--- config.mk ---
export PLATFORM = sky130hd
export DESIGN_NAME = em_counter_n
export DESIGN_NICKNAME = d
export VERILOG_FILES = /design/src/rtl/em_ttl_pkg.sv /design/src/rtl/em_cnt_next.sv /design/src/rtl/em_counter_n.sv
export SDC_FILE = /design/constraint.sdc
export NUM_CORES = 1
export LEC_CHECK = 0
export ABC_AREA = 0
export CORE_AREA = 8 8 45 47
export DETAILED_ROUTE_END_ITERATION = 10
export DIE_AREA = 0 0 53 55
export SYNTH_ARGS = -nofsm -noshare
export SYNTH_HDL_FRONTEND = slang
export SYNTH_SLANG_ARGS = --single-unit
--- constraint.sdc ---
create_clock -name clk -period 2.7 [get_ports clk]
set_clock_uncertainty 0.05 [all_clocks]
set_input_delay 0.405 -clock clk [delete_from_list [all_inputs] [get_ports clk]]
set_output_delay 0.405 -clock clk [all_outputs]
set_load 0.01 [all_outputs]
--- src/rtl/em_ttl_pkg.sv ---
// rtl/em_ttl_pkg.sv - shared constants and helpers for the TTL emulation counters
package em_ttl_pkg;

  localparam logic DIR_UP   = 1'b1;
  localparam logic DIR_DOWN = 1'b0;

  // Bits needed to hold values 0..value-1, for instantiators sizing WIDTH.
  function automatic int clog2(input int value);
    int result;
    int rest;
    result = 0;
    rest   = value - 1;
    while (rest > 0) begin
      result = result + 1;
      rest   = rest >> 1;
    end
    return result;
  endfunction

endpackage

--- src/rtl/em_cnt_next.sv ---
// rtl/em_cnt_next.sv - combinational next count for the modulus up/down counter
module em_cnt_next
  import em_ttl_pkg::*;
#(
  parameter int WIDTH    = 4,
  parameter int MODULUS  = 16,
  parameter int SATURATE = 0
) (
  input  logic [WIDTH-1:0] count,
  input  logic             up,
  output logic [WIDTH-1:0] next_count
);

  localparam logic [WIDTH-1:0] MAX_VAL = WIDTH'(MODULUS - 1);
  localparam logic [WIDTH-1:0] ONE     = WIDTH'(1);
  localparam logic [31:0]      MOD32   = 32'(MODULUS);
  localparam logic [31:0]      LAST32  = 32'(MODULUS - 1);

  logic [31:0]      count_wide;
  logic [WIDTH-1:0] terminal;

  assign count_wide = 32'(count);
  assign terminal   = (up == DIR_UP) ? MAX_VAL : '0;

  // Out-of-range values (possible only after a load) recover like a real part.
  always_comb begin
    next_count = count;
    if ((SATURATE != 0) && (count == terminal)) begin
      next_count = count;
    end else if (up == DIR_UP) begin
      if (count_wide >= LAST32) next_count = '0;
      else                      next_count = count + ONE;
    end else begin
      if ((count == '0) || (count_wide >= MOD32)) next_count = MAX_VAL;
      else                                       next_count = count - ONE;
    end
  end

endmodule

--- src/rtl/em_counter_n.sv ---
// rtl/em_counter_n.sv - cascadable modulus-N up/down counter with optional saturation
module em_counter_n
  import em_ttl_pkg::*;
#(
  parameter int WIDTH    = 4,
  parameter int MODULUS  = 16,
  parameter int SATURATE = 0
) (
  input  logic             clk,
  input  logic             clr,
  input  logic             load,
  input  logic [WIDTH-1:0] parallel_in,
  input  logic             ent,
  input  logic             enp,
  input  logic             up,
  output logic [WIDTH-1:0] count,
  output logic             tc,
  output logic             rco
);

  localparam logic [WIDTH-1:0] MAX_VAL = WIDTH'(MODULUS - 1);

  if ((WIDTH < 1) || (WIDTH > 16)) begin : g_bad_width
    $error("em_counter_n: WIDTH must be 1..16");
  end
  if ((MODULUS < 2) || (MODULUS > (1 << WIDTH))) begin : g_bad_modulus
    $error("em_counter_n: MODULUS must satisfy 2 <= MODULUS <= 2**WIDTH");
  end

  logic [WIDTH-1:0] next_count;

  em_cnt_next #(
    .WIDTH   (WIDTH),
    .MODULUS (MODULUS),
    .SATURATE(SATURATE)
  ) u_next (
    .count     (count),
    .up        (up),
    .next_count(next_count)
  );

  always_ff @(posedge clk) begin
    if (clr) begin
      count <= '0;
    end else if (load) begin
      count <= parallel_in;
    end else if (ent && enp) begin
      count <= next_count;
    end
  end

  // Flags stay combinational so cascaded stages see carry in the same cycle.
  assign tc  = (up == DIR_UP) ? (count == MAX_VAL) : (count == '0);
  assign rco = tc & ent;

endmodule

==> run_results.csv, run 1 <==
group,metric,value,unit
clock_network,cts.repair.resized,0,
timing,relSlewSlack,0.796,
yosys,ys_types,28,
hold_path,min_from,"count[2]",
layout,fin_cells,78,
critical_path,r2r-end,"count[0]",
floorplanning,num_rows,14,
layout,final_common_cell,"clkdlybuf4s50_1",
timing,drv_slew,0,
grt,grt_pass1_wl,1580,microns
floorplanning,core_area,0.00138,sq mm
grt,grt_overflow_total,0,
critical_path,worstPathMaxFanout,8,
yosys,synth_area_per_cell,7.98,sq um
timing,worstMarginPinSlew,0.306,ns
detailed_routing,first_pass_iters,4,
floorplanning,start_util,0.259,
timing,fmax,395,MHz
yosys,yosysWarnings,0,
layout,antenna_cells,0,
layout,layout-drive-gt1-share,0.161,
yosys,ys_ff_latch,4,
power,irDropWorstVdd,0.221,mV
timing,fin_crit,2.53,ns
yosys,syn_inst,45,
yosys,netlist_area,359,sq um
clock_network,postCtsSetupRepairBufs,0,
critical_path,crit_required,2.25,ns
clock_network,cts_buffers,3,
critical_path,cp-end-kind,"output pin",
clock_network,cts_tree,"done",
detailed_routing,vias,403,
hold_path,hp-class,"flip-flop to flip-flop",
place,dp_cells,75,
hold_path,hold_path_end,"count[2]",
power,internal-power,159,uW
power,power_frac_seq,0.321,
critical_path,r2r_cells,6,
critical_path,cp-start-kind,"flip-flop",
grt,grt_max_degree,11,
clock_network,cts_root_buf,"clkbuf_4",
timing,grt_setup_unrepaired,"no",
power,leakage,0.000214,uW
detailed_routing,viasPerCell,5.17,
timing,hold_viol_final,0,
grt,antenna_found_initial,0,
place,hpwl,741,microns
floorplanning,num_io_pins,16,
clock_network,cts.reportedPaths.clkPinSlew,0.04,ns
layout,fillCellCount,152,
hold_path,holdPathStages,2,
critical_path,worstPathArrival,2.07,ns
grt,grt_pass1_vias,351,
outcome,status,"completed",
layout,reg_top3,"count (4)",
critical_path,critPathLaunch,"count[1]",
flow_run,cap_violations,0,
timing,setup_viol,0,
place,port_buffers,15,
clock_network,clock-sinks,4,
timing,tns,0,ns
clock_network,htreeDepth,1,
power,p_comb_frac,0.340,
detailed_routing,drc,0,
critical_path,crit_type,"flip-flop to output pin",
yosys,synth_seq_area_share,0.223,
detailed_routing,post_drt_wl_per_cell,12.2,microns
floorplanning,die_width,53,microns
timing,timing.final.crit_share,0.937,
yosys,syn_nets,57,
detailed_routing,drt_iter0_drc,10,
layout,fin_area,547,sq um
power,clockPowerShare,0.340,
layout,largest-register,"count",
detailed_routing,wirelength,950,microns
place,place_ws,0.129,ns
floorplanning,dieArea,0.00292,sq mm
layout,mostFrequentLayoutCells,"15 x clkdlybuf4s50_1, 4 x a31oi_1, 4 x dfxtp_1",
power,switchingPower,66.5,uW
layout,layout.nets,76,
clock_network,clkLatencyLatePin,0.24,ns
critical_path,r2r-start,"count[1]",
power,power.density,413,mW/mm^2
layout,areaGrowthSynthToFinish,52.3,%
layout,largest_register_ffs,4,
timing,setup_ws,0.171,ns
detailed_routing,ant_nets,0,
clock_network,cts_hold_buf,0,
critical_path,reg2reg_slack,1.11,ns
grt,grtUsageTotal,0.0737,
power,swShare,0.295,
place,placed_area,524,sq um
floorplanning,die_h,55,microns
clock_network,clock_path_buffers,2,
place,gp_congestion,0.742,
worst max-delay path, cell delays in order (launching register included):
cell and delay, ns:
dfxtp_1 0.37, inv_1 0.08, ha_1 0.17, or3b_4 0.40, o21ai_1 0.15, and2_1 0.14
clkdlybuf4s50_1 0.53
cells by family (layout without fill, tap and decap cells):
group           after synthesis  in the layout  share of synthesized area
compound gates               18             18                      0.369
fa+ha+maj                     2              2                     0.0697
buf+inv                       6             23                     0.0871
flops                         4              4                      0.223
xor+xnor                      1              1                     0.0244
simple gates                 13             13                      0.199
mux                           1              1                     0.0279
through the flow:
stage | hold WS, ns | power [uW] | util
finish | 0.585 | 226 | 0.395
global route | 0.634 | 245 | 0.395
CTS | 0.587 | 227 | 0.395
detailed placement | 0.586 | 150 | 0.379
global placement | 0.578 | 149 | 0.379
floorplan | 0.427 | 115 | -
routing by layer:
layer,part of all wire,up-vias,GRT usage
li1,-,202,-
met2,0.46,18,0.0996
met4,0,0,0.0388
met1,0.44,183,0.0894
met3,0.095,0,0.0428
met5,0,-,0
Yosys cell counts:
cell type | instances | share of area
nand4_1 | 1 | 0.017
a21oi_2 | 1 | 0.024
mux2i_1 | 1 | 0.028
a21oi_1 | 3 | 0.042
a21o_1 | 1 | 0.021
o21ba_2 | 1 | 0.028
o32ai_1 | 1 | 0.024
nor2_1 | 3 | 0.031
dfxtp_1 | 4 | 0.22
a311oi_1 | 1 | 0.024
o21ai_0 | 2 | 0.028
nand2_1 | 2 | 0.021
buf_2 | 1 | 0.014
a22oi_1 | 1 | 0.021
o21bai_1 | 1 | 0.021
or2_2 | 1 | 0.017
a31oi_1 | 4 | 0.070
buf_6 | 1 | 0.031
clkbuf_1 | 1 | 0.010
a211oi_1 | 1 | 0.021
inv_1 | 3 | 0.031
xor2_1 | 1 | 0.024
or3_1 | 1 | 0.017
and2_1 | 2 | 0.035
o32ai_2 | 1 | 0.045
or3b_4 | 1 | 0.031
nor3_1 | 2 | 0.028
ha_1 | 2 | 0.070
worst max path at each step:
stage,to,slack (ns),cells after the start
final,rco,0.17,6
after global routing,rco,0.04,6
after global placement,rco,0.17,5
after CTS,rco,0.08,6
after floorplan,rco,0.57,6
after detailed placement,rco,0.13,5
layout make-up:
cell class | instances | area (sq um) | area share
Sequential cell | 4 | 80.1 | 0.146
Clock buffer | 3 | 22.5 | 0.0412
Multi-Input combinational cell | 35 | 248 | 0.453
Timing Repair Buffer | 17 | 165 | 0.302
Tap cell | 16 | 20.0 | 0.0366
Inverter | 3 | 11.3 | 0.0206
power by group through the flow:
stage / registers (uW) / logic, uW / clock network [uW]
after detailed placement: 73.3 / 76.4 / 0
after global placement: 73.4 / 75.7 / 0
after floorplan: 72.5 / 42.6 / 0
after CTS: 72.4 / 76.9 / 77.5
final: 72.3 / 76.6 / 76.7
after global routing: 74.0 / 84.9 / 86.0
Note: power is estimated with default switching activity, not from simulation.
==> run 2, diff against run 1 <==
- CAP_MARGIN: unset -> 10
- GPL_ROUTABILITY_DRIVEN: unset -> 0
==> results of run 2 <==
No change in the layout: final DEF, timing and power equal those of run 1.
